**config.mk**
```make
export PLATFORM = sky130hd
export DESIGN_NAME = pipe_stage_ctrl
export DESIGN_NICKNAME = d
export VERILOG_FILES = /design/src/rtl/pipe_stage_ctrl.sv
export SDC_FILE = /design/constraint.sdc
export NUM_CORES = 1
export LEC_CHECK = 0
export ABC_AREA = 1
export CAP_MARGIN = 20
export CORE_MARGIN = 4
export CORE_UTILIZATION = 35
export DETAILED_ROUTE_END_ITERATION = 12
export GPL_TIMING_DRIVEN = 0
export HOLD_SLACK_MARGIN = 0.06
export PLACE_DENSITY = 0.68
export SLEW_MARGIN = 10
export SYNTH_ARGS = -nofsm -noshare
export SYNTH_HDL_FRONTEND = slang
export SYNTH_SLANG_ARGS = --single-unit
```
**constraint.sdc**
```tcl
create_clock -name clk -period 2.63 [get_ports clk]
set_input_delay 0.6575 -clock clk [delete_from_list [all_inputs] [get_ports clk]]
set_output_delay 0.6575 -clock clk [all_outputs]
set_load 0.02 [all_outputs]
```
**src/rtl/pipe_stage_ctrl.sv**
```systemverilog
// Stage reset/enable sequencer for the 5-stage MIPS pipeline: boot release, RAW stalls,
// branch flushes and data-memory waits. Define PIPE_CTRL_PERF_EN to add perf counters.
module pipe_stage_ctrl #(
  parameter int BOOT_CYCLES = 4,
  parameter int MEM_TIMEOUT = 255
) (
  input  logic        clk,
  input  logic        rst_n,
  input  logic [31:0] inst_data_id,
  input  logic        rs_used_id,
  input  logic        rt_used_id,
  input  logic [4:0]  regw_addr_exe,
  input  logic        wb_wen_exe,
  input  logic [4:0]  regw_addr_mem,
  input  logic        wb_wen_mem,
  input  logic        is_branch_exe,
  input  logic        is_branch_mem,
  input  logic        mem_req,
  input  logic        mem_ack,
  output logic        if_rst,
  output logic        id_rst,
  output logic        exe_rst,
  output logic        mem_rst,
  output logic        wb_rst,
  output logic        if_en,
  output logic        id_en,
  output logic        exe_en,
  output logic        mem_en,
  output logic        wb_en,
  output logic        mem_timeout
`ifdef PIPE_CTRL_PERF_EN
  ,
  output logic [31:0] perf_stall,
  output logic [31:0] perf_flush,
  output logic [31:0] perf_wait
`endif
);

  typedef enum logic [1:0] {BOOT, RUN, MWAIT} state_e;

  localparam logic [2:0] BOOT_LAST = 3'(BOOT_CYCLES - 1);
  localparam logic [7:0] WAIT_LAST = 8'(MEM_TIMEOUT);

  state_e     state_q, state_d;
  logic [2:0] boot_cnt_q, boot_cnt_d;
  logic [7:0] wait_cnt_q, wait_cnt_d;
  logic       mem_timeout_q, mem_timeout_d;

  logic [4:0] rs, rt;
  logic       rs_hit, rt_hit, flush, stall, wait_hit, hold, in_boot, run_rules;

  // Opcode/funct/immediate fields are not needed for hazard detection.
  logic unused_inst_bits;
  assign unused_inst_bits = ^{inst_data_id[31:26], inst_data_id[15:0]};

  always_comb begin
    rs       = inst_data_id[25:21];
    rt       = inst_data_id[20:16];
    rs_hit   = rs_used_id && (rs != 5'd0) &&
               ((wb_wen_exe && rs == regw_addr_exe) || (wb_wen_mem && rs == regw_addr_mem));
    rt_hit   = rt_used_id && (rt != 5'd0) &&
               ((wb_wen_exe && rt == regw_addr_exe) || (wb_wen_mem && rt == regw_addr_mem));
    flush    = is_branch_exe || is_branch_mem;
    // The squashed ID instruction is discarded anyway, so its hazard is moot.
    stall    = (rs_hit || rt_hit) && !flush;
    wait_hit = (wait_cnt_q == WAIT_LAST);
    in_boot  = !rst_n || (state_q == BOOT);
    hold     = (state_q == MWAIT) ? !(mem_ack || wait_hit) : (mem_req && !mem_ack);
    run_rules = !in_boot && !hold;
  end

  // Stage controls are combinational so hazard decisions act at the very next edge.
  always_comb begin
    // NOTE: every output gets a default first so no path can infer a latch.
    {if_rst, id_rst, exe_rst, mem_rst, wb_rst} = 5'b00000;
    {if_en, id_en, exe_en, mem_en, wb_en}      = 5'b00000;
    if (in_boot) begin
      {if_rst, id_rst, exe_rst, mem_rst, wb_rst} = 5'b11111;
    end else if (run_rules) begin
      {if_en, id_en, exe_en, mem_en, wb_en} = 5'b11111;
      if (stall) begin
        if_en   = 1'b0;
        id_en   = 1'b0;
        exe_rst = 1'b1;
      end
      if (flush) exe_rst = 1'b1;
      if (is_branch_mem) id_rst = 1'b1;
    end
  end

  assign mem_timeout = mem_timeout_q;

  always_comb begin
    state_d       = state_q;
    boot_cnt_d    = boot_cnt_q;
    wait_cnt_d    = wait_cnt_q;
    mem_timeout_d = mem_timeout_q;
    unique case (state_q)
      BOOT: begin
        if (boot_cnt_q != 3'd7) boot_cnt_d = boot_cnt_q + 3'd1;
        if (boot_cnt_q == BOOT_LAST) state_d = RUN;
      end
      RUN: begin
        if (hold) begin
          state_d    = MWAIT;
          wait_cnt_d = 8'd1;
        end
      end
      MWAIT: begin
        if (wait_hit) mem_timeout_d = 1'b1;
        if (!hold) begin
          state_d    = RUN;
          wait_cnt_d = 8'd0;
        end else if (wait_cnt_q != 8'hFF) begin
          wait_cnt_d = wait_cnt_q + 8'd1;
        end
      end
      default: state_d = BOOT;
    endcase
  end

  // NOTE: state registers use non-blocking assignments so all flops update together.
  always_ff @(posedge clk) begin
    if (!rst_n) begin
      state_q       <= BOOT;
      boot_cnt_q    <= 3'd0;
      wait_cnt_q    <= 8'd0;
      mem_timeout_q <= 1'b0;
    end else begin
      state_q       <= state_d;
      boot_cnt_q    <= boot_cnt_d;
      wait_cnt_q    <= wait_cnt_d;
      mem_timeout_q <= mem_timeout_d;
    end
  end

`ifdef PIPE_CTRL_PERF_EN
  logic [31:0] perf_stall_q, perf_stall_d;
  logic [31:0] perf_flush_q, perf_flush_d;
  logic [31:0] perf_wait_q,  perf_wait_d;

  always_comb begin
    perf_stall_d = perf_stall_q + {31'd0, run_rules && stall};
    perf_flush_d = perf_flush_q + {31'd0, run_rules && flush};
    perf_wait_d  = perf_wait_q  + {31'd0, rst_n && (state_q == MWAIT)};
  end

  always_ff @(posedge clk) begin
    if (!rst_n) begin
      perf_stall_q <= 32'd0;
      perf_flush_q <= 32'd0;
      perf_wait_q  <= 32'd0;
    end else begin
      perf_stall_q <= perf_stall_d;
      perf_flush_q <= perf_flush_d;
      perf_wait_q  <= perf_wait_d;
    end
  end

  assign perf_stall = perf_stall_q;
  assign perf_flush = perf_flush_q;
  assign perf_wait  = perf_wait_q;
`endif

endmodule

```
==> metrics list <==
* Placed inst area: 1810 sq um
* Power, Total: 0.995 mW
* First-pass GRT wire length: 6010 um
- Fraction of the mapped netlist area in adder cells: 0.0654
- Final antenna diode count: 0
- The flow ran to the end, and the final reports show no timing, DRC or antenna violations.
* Number of clock sinks: 14
- Crit Reg-Reg Startpoint: state_q[0]$_SDFFE_PN0P_
- Synth Area in Simple Gates: 0.483
- Quantity of hold-fixing buffers added after cts: 0
* Area used by sequential logic in the layout: 280 sq um
- For this run, the register share of the synthesized area comes to 0.209.
* Layout area overhead: 41.5%
- Adding up every negative setup slack in the final design gives 0 ns.
- Antenna Violating Nets Remaining: 0
- Leaving out fill and tap cells, the most frequent cell in the layout is sky130_fd_sc_hd__nand2_1.
* Maximum number of buffers from clock root to sink: 2
- The total overflow left after global routing is 0.
- Class of the most critical hold timing path: reg2reg
- Wires add up to 3430 um.
* Die Y: 69.9 um
- CTS placed an instance of sky130_fd_sc_hd__clkbuf_8 at the clock tree root.
* CP Data Arrival Time: 1.92 ns
- Setup violations remaining at the end of the flow were counted as 0.
* Number of DRC markers after the initial detailed-route iteration: 58
* Worst rel slew slack: 0.805
* Most used cells in the layout excluding fill and tap cells: sky130_fd_sc_hd__nand2_1, sky130_fd_sc_hd__inv_1, sky130_fd_sc_hd__nor2_1
* Routed len/inst: 10.5 um
- Clock skew on the completed layout was measured at 0.00108 ns.
* Number of port buffers: 40
- In the global route stage, overall resource usage came out at 0.143.
* Multi-input gate area: 927 sq um
- Post-Synth XOR/XNOR Area: 0.00654
- The final number of hold-violating endpoints came to 0.
- CTS built an H-tree with a depth of 1.
* Io pins: 63
- After synthesis, the share of cell area in mux cells is 0.
* Clock input transition at the sequential cells of the worst setup and hold paths: 0.06 ns
- In this run the worst path has a maximum fanout of 4.
* Minimum setup slack in the final design: 0.0505 ns
- Post-synthesis instance total: 235
- Power per unit of standard cell area: 525 nW/um^2
- Antenna violations before repair: 0
* Std-Cell Rows: 22
* Share of layout cells above drive strength 1: 0.155
- Max-cap check violation count: 0
* Slew @ Worst Pin: 0.292 ns
- The finished cells cover 1900 sq um.
* Worst slack after detailed placement: -0.951 ns
- For flop-to-flop paths, the worst setup slack is 1.01 ns.
- The congestion estimate from routability-driven global placement came to 0.880.
- Starting Density: 0.363
- Each instance of the synthesized netlist takes up on average 5.70 sq um.
* Count of final max-slew check failures: 0
- Crit share post-route: 0.981
- CP Launch Type: input pin
* Cell area after synthesis: 1340 sq um
- Critical Path RT: 1.97 ns
* Clock network latency to the later pin of the worst-skew pair: 0.24 ns
- In this run the critical register-to-register path is captured at wait_cnt_q[6]$_SDFFE_PN0P_.
- Vias in the first global route: 1407
- Across all layers, the routed design uses 1465 vias.
- On the final layout, the worst hold slack is 0.446 ns.
- Dividing the detail-routed via count by the number of cells gives 4.49.
- Combinational family with the most area after synthesis: simple AND/OR/NAND/NOR gates
- Timing would allow up to 388 MHz.
* Core region area: 3690 sq um
* Syn. warnings: 0
- Min cycle time layout: 2.58 ns
* Endpoint of the worst setup timing path: if_en
- The analysis attributes to cell leakage a power of 1.05 nW.
- Category of the most critical setup path: in2out
- Synthesis inferred 14 register bits.
- TritonCTS built the clock tree.
- The worst setup path is captured at an output pin.
- After the last flow step, the layout net total stands at 339.
- Number of clock buffers inserted by TritonCTS: 3
- 1st-pass router iterations: 4
- After detailed routing, the number of remaining DRC violations is 0.
- Horizontal die dimension: 69.9 um
* Post-synthesis compound-gate area fraction: 0.102
* Maximum resistive drop on vdd: 0.399 mV
* Filler Cells Inserted: 381
- Once detailed placement completed, the half-perimeter wirelength came to 2860 um.
- Counting every net in the synthesized netlist gives 294.
- Maximum number of pins on one net before global-route repair: 11
- Setup repair after global routing missed its margin: yes
- Netlist cell types: 25
- Worst setup path startpoint: mem_req
- Die area: 4880 sq um
- Length in cells of the worst reg-to-reg path: 10
[stage by stage]
| stage | cells | utilization |
|---|---|---|
| 6_report | 326 | 0.514 |
| 5_1_grt | 326 | 0.514 |
| 4_1_cts | 326 | 0.499 |
| 3_5_place_dp | 323 | 0.490 |
| 3_3_place_gp | 323 | 0.490 |
| 2_1_floorplan | 235 | - |
[timing repair]
| action | 4_1_cts | 5_1_grt |
|---|---|---|
| gates resized for setup | 41 | 32 |
| buffers inserted | 0 | 0 |
| hold endpoints to repair | 0 | 0 |
| setup endpoints to repair | 10 | 9 |
| pin swaps | 0 | 13 |
[critical path, stage by stage]
cell and delay (ns):
sky130_fd_sc_hd__clkdlybuf4s50_1 0.44, sky130_fd_sc_hd__nor2_4 0.15, sky130_fd_sc_hd__nor2_8 0.06, sky130_fd_sc_hd__a21oi_4 0.16
sky130_fd_sc_hd__a21boi_2 0.20, sky130_fd_sc_hd__buf_4 0.12, sky130_fd_sc_hd__buf_4 0.13
[worst min-delay path by stage]
stage	slack, ns	depth (start not counted)	endpoint	from
floorplan	0.44	2	boot_cnt_q[0]$_SDFFE_PN0P_	boot_cnt_q[0]$_SDFFE_PN0P_
global route	0.49	2	mem_timeout$_SDFFE_PN0P_	mem_timeout$_SDFFE_PN0P_
detailed placement	0.44	2	mem_timeout$_SDFFE_PN0P_	mem_timeout$_SDFFE_PN0P_
CTS	0.45	2	mem_timeout$_SDFFE_PN0P_	mem_timeout$_SDFFE_PN0P_
finish	0.45	2	mem_timeout$_SDFFE_PN0P_	mem_timeout$_SDFFE_PN0P_
global placement	0.44	2	mem_timeout$_SDFFE_PN0P_	mem_timeout$_SDFFE_PN0P_
[area by class of cell]
class                   count  area share
multi-input cells         178       0.489
repair buffers             40       0.215
flip-flops and latches     14       0.148
inverters                  38      0.0752
well taps                  48      0.0317
clock buffers               3      0.0218
plain buffers               5      0.0198
[flip-flops by register name (all words and copies together) (netlist names)]
name	count
state_q	2
wait_cnt_q	8
boot_cnt_q	3
mem_timeout	1
[synth_stat cells]
library cell | n | area, sq um
sky130_fd_sc_hd__o21bai_1 | 1 | 7.51
sky130_fd_sc_hd__a21oi_1 | 9 | 45.0
sky130_fd_sc_hd__inv_1 | 36 | 135
sky130_fd_sc_hd__nand3_2 | 1 | 10.0
sky130_fd_sc_hd__a21o_1 | 1 | 7.51
sky130_fd_sc_hd__nor2_2 | 2 | 12.5
sky130_fd_sc_hd__nand2_1 | 86 | 323
sky130_fd_sc_hd__nor2_1 | 32 | 120
sky130_fd_sc_hd__nand2_4 | 4 | 45.0
sky130_fd_sc_hd__or2_2 | 1 | 6.26
sky130_fd_sc_hd__nor2_8 | 1 | 20.0
sky130_fd_sc_hd__nor2_4 | 1 | 11.3
sky130_fd_sc_hd__nand3_1 | 14 | 70.1
sky130_fd_sc_hd__a21boi_1 | 1 | 7.51
sky130_fd_sc_hd__nor3_1 | 2 | 10.0
sky130_fd_sc_hd__o21ai_1 | 1 | 5.00
sky130_fd_sc_hd__xnor2_1 | 1 | 8.76
sky130_fd_sc_hd__nand2_2 | 2 | 12.5
sky130_fd_sc_hd__o21ai_0 | 9 | 45.0
sky130_fd_sc_hd__a21boi_4 | 1 | 18.8
sky130_fd_sc_hd__inv_2 | 2 | 7.51
sky130_fd_sc_hd__dfxtp_1 | 14 | 280
sky130_fd_sc_hd__buf_4 | 5 | 37.5
sky130_fd_sc_hd__ha_1 | 7 | 87.6
sky130_fd_sc_hd__nand4_1 | 1 | 6.26
[report_power, final]
group	internal, mW	total, mW	switching [mW]
sequential	0.246	0.267	0.0214
combinational	0.235	0.555	0.320
clock	0.101	0.173	0.0718
[per-layer routing]
layer	global-route usage	up-vias	wire (um)
met5	0	-	0
met4	0.0128	0	20
met3	0.0216	2	137
met2	0.265	31	1720
met1	0.181	634	1550
li1	-	798	-
[logic make-up (layout without fill, tap and decap cells)]
group / count (synthesis) / count (layout)
and+or+nand+nor: 147 / 147
AOI/OAI and AO/OA: 23 / 23
buffers and inverters: 43 / 86
xor gates and xnor gates: 1 / 1
DFF: 14 / 14
adders and majority gates: 7 / 7
(Power assumes the default switching activity.)
